**src/rtl/conv3x3_pass_engine.sv**
```systemverilog
// 3x3 valid-region convolution responder: on a pass_in rising edge, streams one image
// from the source RAM through a 9-tap MAC and writes saturated results to the result RAM.
module conv3x3_pass_engine #(
    parameter int IMG_W   = 16,
    parameter int IMG_H   = 16,
    parameter int PIX_W   = 8,
    parameter int ADDR_W  = 8,
    parameter int OADDR_W = 8,
    parameter int ACC_W   = 20
) (
    input  logic               clk,
    input  logic               rst,
    input  logic               pass_in,
    input  logic [35:0]        kernel,
    input  logic [3:0]         shift,
    output logic               busy,
    output logic               done_out,
    output logic               rd_en,
    output logic [ADDR_W-1:0]  rd_addr,
    input  logic [PIX_W-1:0]   rd_data,
    output logic               wr_en,
    output logic [OADDR_W-1:0] wr_addr,
    output logic [PIX_W-1:0]   wr_data
);

    localparam int CW = $clog2(IMG_W);
    localparam int RW = $clog2(IMG_H);
    localparam logic signed [ACC_W-1:0] PIX_MAX = ACC_W'((2 ** PIX_W) - 1);

    typedef enum logic [2:0] {S_IDLE, S_LOAD, S_DRAIN, S_WRITE, S_DONE} state_t;

    state_t                    state_q, state_d;
    logic                      pass_prev_q;
    logic [35:0]               kernel_q, kernel_d;
    logic [3:0]                shift_q, shift_d;
    logic signed [ACC_W-1:0]   acc_q, acc_d;
    logic [RW-1:0]             r_q, r_d;
    logic [CW-1:0]             c_q, c_d;
    logic [3:0]                tap_q, tap_d;
    logic                      busy_q, busy_d;
    logic                      done_q, done_d;
    logic                      rd_en_q, rd_en_d;
    logic [ADDR_W-1:0]         rd_addr_q, rd_addr_d;
    logic                      wr_en_q, wr_en_d;
    logic [OADDR_W-1:0]        wr_addr_q, wr_addr_d;
    logic [PIX_W-1:0]          wr_data_q, wr_data_d;

    logic                      start;
    logic [3:0]                kidx;
    logic [3:0]                coef4;
    logic signed [ACC_W-1:0]   coef_s, pix_s, prod;

    function automatic logic [ADDR_W-1:0] src_addr(input logic [RW-1:0] r,
                                                   input logic [CW-1:0] c,
                                                   input logic [3:0]    t);
        logic [3:0] ty;
        logic [3:0] tx;
        ty = t / 4'd3;
        tx = t % 4'd3;
        return (ADDR_W'(r) + ADDR_W'(ty)) * ADDR_W'(IMG_W) + ADDR_W'(c) + ADDR_W'(tx);
    endfunction

    function automatic logic [PIX_W-1:0] sat_shift(input logic signed [ACC_W-1:0] a,
                                                   input logic [3:0]              sh);
        logic signed [ACC_W-1:0] v;
        v = a >>> sh;
        if (v[ACC_W-1])     return '0;
        else if (v > PIX_MAX) return '1;
        else                return v[PIX_W-1:0];
    endfunction

    assign start = ~rst & (state_q == S_IDLE) & pass_in & ~pass_prev_q;

    // rd_data arriving this cycle belongs to the tap issued one cycle earlier.
    assign kidx   = (state_q == S_LOAD && tap_q != 4'd0) ? tap_q - 4'd1 : tap_q;
    assign coef4  = kernel_q[{kidx, 2'b00} +: 4];
    assign coef_s = {{(ACC_W-4){coef4[3]}}, coef4};
    assign pix_s  = ACC_W'(rd_data);
    assign prod   = pix_s * coef_s;

    always_comb begin
        state_d   = state_q;
        kernel_d  = kernel_q;
        shift_d   = shift_q;
        acc_d     = acc_q;
        r_d       = r_q;
        c_d       = c_q;
        tap_d     = tap_q;
        rd_en_d   = 1'b0;
        rd_addr_d = rd_addr_q;
        wr_en_d   = 1'b0;
        wr_addr_d = wr_addr_q;
        wr_data_d = wr_data_q;
        done_d    = 1'b0;
        case (state_q)
            S_IDLE: begin
                if (start) begin
                    kernel_d  = kernel;
                    shift_d   = shift;
                    r_d       = '0;
                    c_d       = '0;
                    tap_d     = '0;
                    state_d   = S_LOAD;
                    rd_en_d   = 1'b1;
                    rd_addr_d = '0;
                end
            end
            S_LOAD: begin
                acc_d = (tap_q == 4'd0) ? '0 : acc_q + prod;
                if (tap_q == 4'd8) begin
                    state_d = S_DRAIN;
                end else begin
                    tap_d     = tap_q + 4'd1;
                    rd_en_d   = 1'b1;
                    rd_addr_d = src_addr(r_q, c_q, tap_q + 4'd1);
                end
            end
            S_DRAIN: begin
                acc_d     = acc_q + prod;
                state_d   = S_WRITE;
                wr_en_d   = 1'b1;
                wr_addr_d = OADDR_W'(r_q) * OADDR_W'(IMG_W - 2) + OADDR_W'(c_q);
                wr_data_d = sat_shift(acc_q + prod, shift_q);
            end
            S_WRITE: begin
                if (c_q == CW'(IMG_W - 3) && r_q == RW'(IMG_H - 3)) begin
                    r_d     = '0;
                    c_d     = '0;
                    state_d = S_DONE;
                    done_d  = 1'b1;
                end else begin
                    if (c_q == CW'(IMG_W - 3)) begin
                        c_d = '0;
                        r_d = r_q + RW'(1);
                    end else begin
                        c_d = c_q + CW'(1);
                    end
                    tap_d     = '0;
                    state_d   = S_LOAD;
                    rd_en_d   = 1'b1;
                    rd_addr_d = src_addr(r_d, c_d, 4'd0);
                end
            end
            S_DONE: begin
                state_d = S_IDLE;
            end
            default: state_d = S_IDLE;
        endcase
        busy_d = (state_d != S_IDLE);
    end

    always_ff @(posedge clk) begin
        if (rst) begin
            state_q     <= S_IDLE;
            pass_prev_q <= 1'b0;
            kernel_q    <= '0;
            shift_q     <= '0;
            acc_q       <= '0;
            r_q         <= '0;
            c_q         <= '0;
            tap_q       <= '0;
            busy_q      <= 1'b0;
            done_q      <= 1'b0;
            rd_en_q     <= 1'b0;
            rd_addr_q   <= '0;
            wr_en_q     <= 1'b0;
            wr_addr_q   <= '0;
            wr_data_q   <= '0;
        end else begin
            state_q     <= state_d;
            pass_prev_q <= pass_in;
            kernel_q    <= kernel_d;
            shift_q     <= shift_d;
            acc_q       <= acc_d;
            r_q         <= r_d;
            c_q         <= c_d;
            tap_q       <= tap_d;
            busy_q      <= busy_d;
            done_q      <= done_d;
            rd_en_q     <= rd_en_d;
            rd_addr_q   <= rd_addr_d;
            wr_en_q     <= wr_en_d;
            wr_addr_q   <= wr_addr_d;
            wr_data_q   <= wr_data_d;
        end
    end

    // busy also covers the start cycle itself, before the state register moves.
    assign busy     = busy_q | start;
    assign done_out = done_q;
    assign rd_en    = rd_en_q;
    assign rd_addr  = rd_addr_q;
    assign wr_en    = wr_en_q;
    assign wr_addr  = wr_addr_q;
    assign wr_data  = wr_data_q;

endmodule

```
**config.mk**
```make
export PLATFORM = sky130hd
export DESIGN_NAME = conv3x3_pass_engine
export DESIGN_NICKNAME = d
export VERILOG_FILES = /design/src/rtl/conv3x3_pass_engine.sv
export SDC_FILE = /design/constraint.sdc
export NUM_CORES = 1
export LEC_CHECK = 0
export ABC_AREA = 1
export CAP_MARGIN = 20
export CORE_MARGIN = 3
export CORE_UTILIZATION = 50
export DETAILED_ROUTE_END_ITERATION = 8
export GPL_TIMING_DRIVEN = 0
export PLACE_DENSITY_LB_ADDON = 0.3
export SLEW_MARGIN = 20
export SYNTH_ARGS = -nofsm -noshare
export SYNTH_HDL_FRONTEND = slang
export SYNTH_SLANG_ARGS = --single-unit
```
**constraint.sdc**
```tcl
create_clock -name clk -period 19.2 [get_ports clk]
set_clock_uncertainty 0.05 [all_clocks]
set_input_delay 2.88 -clock clk [delete_from_list [all_inputs] [get_ports clk]]
set_output_delay 2.88 -clock clk [all_outputs]
set_load 0.02 [all_outputs]
```
==> results of run 1 <==
==> worst max-delay path by stage <==
stage / startpoint / end / slack [ns] / cells past startpoint
finish: rd_data[0] / wr_data[3] / 10.66 / 34
floorplan: rd_data[0] / wr_data[1] / 11.35 / 37
global route: rd_data[0] / wr_data[1] / 10.21 / 36
global placement: rd_data[0] / wr_data[3] / 10.31 / 35
detailed placement: rd_data[0] / wr_data[3] / 10.31 / 34
CTS: rd_data[0] / wr_data[3] / 10.63 / 34
==> final cells by class <==
class / count / area [sq um] / share of cell area, %
plain buffers: 40 / 218 / 2.21
clock buffers: 9 / 225 / 2.29
clock inverters: 7 / 78.8 / 0.801
inverters: 167 / 627 / 6.37
multi-input cells: 947 / 5570 / 56.6
flip-flops and latches: 104 / 2080 / 21.1
well taps: 220 / 275 / 2.80
repair buffers: 77 / 771 / 7.83
==> state kept, by name, summed over array words and instances, names as in the netlist, 3 cells and up <==
name / cells
r_q: 4
acc_q: 20
shift_q: 4
c_q: 4
state_q: 3
kernel_q: 36
tap_q: 4
rd_addr: 8
wr_addr: 8
wr_data: 8
==> routing by layer <==
| metal | part of all wire (%) | track usage, % | up-vias |
|---|---|---|---|
| li1 | - | - | 4274 |
| met1 | 46 | 31.6 | 3752 |
| met2 | 48 | 41.0 | 151 |
| met3 | 3.8 | 3.66 | 27 |
| met4 | 1.7 | 6.49 | 0 |
| met5 | 0 | 0 | - |
==> metrics by stage <==
| step | area [sq um] | hold slack (ns) | setup WS (ns) | power [uW] | instances |
|---|---|---|---|---|---|
| after floorplan | 8490 | 0.373 | 11.35 | 741 | 1258 |
| after global placement | 9540 | 0.389 | 10.31 | 880 | 1555 |
| after detailed placement | 9540 | 0.396 | 10.31 | 887 | 1555 |
| after CTS | 9840 | 0.408 | 10.63 | 1080 | 1571 |
| after global routing | 9840 | 0.429 | 10.21 | 1180 | 1571 |
| final | 9840 | 0.405 | 10.66 | 1080 | 1571 |
==> cell families (layout without fill, tap and decap cells) <==
group / count (synthesis) / count (layout) / synth area share, %
and+or+nand+nor: 596 / 596 / 31.4
AOI/OAI and AO/OA: 228 / 228 / 15.6
buffers and inverters: 207 / 300 / 9.94
DFF: 104 / 104 / 24.5
adders and majority gates: 91 / 91 / 15.3
xor gates and xnor gates: 31 / 31 / 3.20
muxes: 1 / 1 / 0.118
==> cell usage after synthesis, drive strengths merged <==
cell type and n:
a211oi 4, a21o 1, a21oi 108, a2bb2oi 1, a31oi 6, a32o 1
and2 4, and3 1, buf 13, clkbuf 24, clkinv 5, dfxtp 104
dlygate4sd1 1, dlygate4sd3 1, dlymetal6s2s 1, fa 21, ha 70, inv 162
mux2i 1, nand2 344, nand3 132, nand3b 2, nand4 8, nor2 96
nor3 8, o211ai 14, o21ai 80, o21bai 6, o22ai 1, o311ai 3
o31ai 3, or2 1, xnor2 9, xor2 22
==> worst max-delay path, delay by kind of cell <==
kind / cells / cell delay [ns]
AOI/OAI and AO/OA: 6 / 0.88
xor gates and xnor gates: 1 / 0.18
adders and majority gates: 6 / 2.59
buffers and inverters: 3 / 0.54
and+or+nand+nor: 18 / 1.65
==> power by group through the flow <==
stage / clock network [uW] / registers, uW / logic, uW
after floorplan: 0 / 242 / 500
after global placement: 0 / 242 / 638
after detailed placement: 0 / 242 / 645
after CTS: 194 / 237 / 649
after global routing: 201 / 239 / 737
final: 191 / 237 / 650
==> results.cfg, run 1 <==
[run_status]
status = finished, final reports clean

[global_routing]
grt.total_usage_pct = 24.0
grt_remaining_overflow = 0
grt_max_degree = 22
grt_pass1_wl_um = 36000
antenna_found_initial = 0
grt_pass1_vias = 7596

[cts]
cts.clk_slew.worst_paths_ns = 0.08
hold_buffers = 0
cts_max_level = 3
cts_tree = yes
clock_latency_ns = 0.37
cts_setup_buffers = 0
ctsResizeCount = 0
clkSinkCount = 104
cts_made_buffers = 9
clock_path_buffers = 2
cts-root-buf = clkbuf_16

[route]
ant_nets = 0
drc_errors = 0
drtPass1Iterations = 5
vias_per_cell = 5.22
wl_per_cell_um = 14.0
num_vias = 8204
wirelength_um = 22000
drtIter0Drc = 500

[min_path]
min_path_cells = 2
hold-path-endpoint = kernel_q[35]
worstHoldPathType = flip-flop to flip-flop
hold_start = kernel_q[35]

[yosys]
ys_ff_latch = 104
syn_nets = 1400
ys_seq_area_share_pct = 24.5
netlist.area_leader.share_pct = 24.5
synthCells = 1258
ys_top_cells_by_area = dfxtp_1, nand2_1, ha_1
yosys.area.top_type = dfxtp_1
syn_area_per_cell_sq_um = 6.75
synth_warnings = 0
syn-cell-area_sq_mm = 0.00849
synth_cell_types = 52

[sta]
worst_pin_slew_ns = 0.631
relSlewSlack_pct = 57.8
fin_crit_ns = 8.54
finalHoldViolations = 0
slew_viol_final = 0
fin_crit_sh_pct = 44.5
rsz0062_at_grt = false
finalSetupTns_ns = 0
max_freq_ghz = 0.117
setup_violations = 0

[worst_setup_path]
path_common_cell = nand2_1
cp-end-kind = flip-flop
r2r_end = wr_data[3]
arrival_ns = 8.72
cp_max_fo = 8
rr_worst_depth = 43
crit_path_top_delay_cell = fa_1
start_kind = input pin
cp.required_ns = 19.38
r2r_start = tap_q[0]
r2r_setup_slack_ns = 11.02
path_class = input pin to flip-flop
max_stage_delay_ns = 0.52

[floorplan]
fp.dieW_um = 136
placementRows = 47
start_util_pct = 51.2
design.die.area_sq_mm = 0.0186
ios = 79
core_area_sq_mm = 0.0166
die_y_um = 136

[cells_and_area]
n_antenna_cell = 0
layout_commonest_cell = nand2_1
fill_cells = 1635
drive_above_1_share_pct = 8.44
mostFrequentLayoutCells = nand2_1, inv_1, nand3_1, dfxtp_1, a21oi_1
synthToLayoutAreaGrowth_pct = 15.9
utilization_pct = 59.4
nNetsFinal = 1488

[placed_design]
hpwl_um = 18000
place.gp.congestion = 0.922
portBuffers = 77

[pwr]
p_leak_uw = 0.00463
powerDensity_mw_per_mm2 = 110
power_switching_uw = 531
pwr-share-seq_pct = 22.0
internal_power_uw = 548
ir_worst_vdd_mv = 0.0641
p_sw_share_pct = 49.2
p_clk_share_pct = 17.7
power_frac_comb_pct = 60.3

[run]
drv_cap = 0
Note: power is estimated with default switching activity, not from simulation.
==> run 2: changes to the inputs <==
- clock period: 19.2 -> 6.9 ns (I/O delays scaled with it)
==> run 2 against run 1 <==
The flow now finishes with violations (negative setup slack). Wire length up 8.0%. Largest cell class unchanged. Setup slack got worse by 11 ns. Final cell count grew 1.5%.
==> results.cfg, run 2 (same netlist as run 1, synthesis figures left out) <==
[placed_design]
hpwl_um = 18000
portBuffers = 77
placed_cells = 1555
place_worst_setup_slack_ns = -1.20
place.gp.congestion = 0.922

[cts]
clock_latency_ns = 0.37
cts.clk_slew.worst_paths_ns = 0.08
cts_max_level = 3
clkSinkCount = 104
cts_made_buffers = 9
cts-root-buf = clkbuf_16
clock_path_buffers = 2
hold_buffers = 0
cts_tree = yes

[cells_and_area]
synthToLayoutAreaGrowth_pct = 25.1
layout.cells.non_filler = 1594
n_antenna_cell = 0
nNetsFinal = 1511
reg.largest.list = kernel_q: 36 flops, acc_q: 20 flops
mostFrequentLayoutCells = nand2_1, inv_1, dfxtp_1, nand3_1, a21oi_1
largest_reg_flops = 36
top_register = kernel_q
fill_cells = 1515
utilization_pct = 64.1
drive_above_1_share_pct = 17.2
layout_commonest_cell = nand2_1

[worst_setup_path]
cp-end-kind = flip-flop
path_class = flip-flop to flip-flop
arrival_ns = 7.09
rr_worst_depth = 48
start_kind = flip-flop
path_common_cell = nand2_1
crit_path_top_delay_cell = fa_1
cp.depth = 48
max_stage_delay_ns = 0.53
cp.required_ns = 7.09
crit_family = simple AND/OR/NAND/NOR gates
cp_max_fo = 8
worst-path-buf-inv = 6

[global_routing]
grt_pass1_vias = 7905
grt_remaining_overflow = 0
grt_max_degree = 22
grt.total_usage_pct = 25.2
antenna_found_initial = 0
grt_pass1_wl_um = 37700

[pwr]
powerDensity_mw_per_mm2 = 307
power_frac_comb_pct = 63.4
power_switching_uw = 1610
ir_worst_vdd_mv = 0.190
p_leak_uw = 0.00484
p_clk_share_pct = 16.3
pwr-share-seq_pct = 20.3
internal_power_uw = 1650
p_sw_share_pct = 49.3

[sta]
finalHoldViolations = 0
fin_crit_ns = 6.90
setup_ws_ns = -0.00350
worst_pin_slew_ns = 0.639
rsz0062_at_grt = true
max_freq_ghz = 0.145
slew_viol_final = 0
relSlewSlack_pct = 57.2
setup_violations = 1
fin_crit_sh_pct = 100

[route]
wirelength_um = 23800
wl_per_cell_um = 14.9
drtPass1Iterations = 5
num_vias = 8543
vias_per_cell = 5.36
drtIter0Drc = 634
ant_nets = 0
drc_errors = 0

[floorplan]
start_util_pct = 51.2
ios = 79
die_y_um = 136
placementRows = 47
fp.dieW_um = 136
core_area_sq_mm = 0.0166
design.die.area_sq_mm = 0.0186

[run_status]
status = finished with violations
violations = negative setup slack

[min_path]
min_path_cells = 2
worstHoldPathType = flip-flop to flip-flop

[run]
drv_cap = 0
run 2: cell count changes in the layout (fill, tap and decap cells not counted), sizes merged:
cell | previous run | this run
buf | 13 | 36
run 2: worst paths after layout:
kind                              startpoint      endpoint  slack [ns]
worst max-delay path                tap_q[0]    wr_data[3]      -0.003
worst min-delay path            kernel_q[34]  kernel_q[34]        0.41
worst max register to register      tap_q[0]    wr_data[3]      -0.003
worst min register to register  kernel_q[34]  kernel_q[34]        0.41
run 2: cell type report:
| class | instances | area (sq um) | area share, % |
|---|---|---|---|
| buffer | 40 | 236 | 2.23 |
| clock buffer | 9 | 225 | 2.12 |
| clock inverter | 7 | 78.8 | 0.742 |
| inverter | 167 | 639 | 6.02 |
| multi-input combinational | 947 | 6130 | 57.7 |
| sequential | 104 | 2090 | 19.7 |
| tap | 220 | 275 | 2.59 |
| timing repair buffer | 100 | 948 | 8.93 |
run 2: layer usage:
layer / share of wire, % / up-vias / GRT usage [%]
li1: - / 4321 / -
met1: 44 / 3948 / 32.5
met2: 49 / 228 / 43.2
met3: 4.5 / 46 / 3.89
met4: 2.5 / 0 / 8.01
met5: 0 / - / 0
run 2: what timing repair did:
action                                  CTS  global route
setup buffers                            12            10
resized for setup                        84            59
cloned                                    0             1
endpoints found under the setup margin   18             9
pin swaps                                34            29
run 2: per-stage QoR:
stage	TNS, ns	total power (uW)	cell area, sq um	hold slack, ns
after floorplan	0	2060	8490	0.373
after global placement	-11.96	2450	9540	0.389
after detailed placement	-13.05	2470	9540	0.396
after CTS	0	3130	10300	0.409
after global routing	-3.06	3530	10600	0.435
final	-0.00350	3260	10600	0.409
run 2: power by group through the flow:
stage          registers, uW  logic (uW)  clock network [uW]
6_report                 663        2070                 532
5_1_grt                  666        2310                 560
4_1_cts                  660        1930                 539
3_5_place_dp             674        1790                   0
3_3_place_gp             673        1780                   0
2_1_floorplan            673        1390                   0
run 2: tightest hold or removal path, cell delays in order (launching register included):
cell     delay [ns]
dfxtp_1        0.30
inv_1          0.06
a21oi_1        0.05
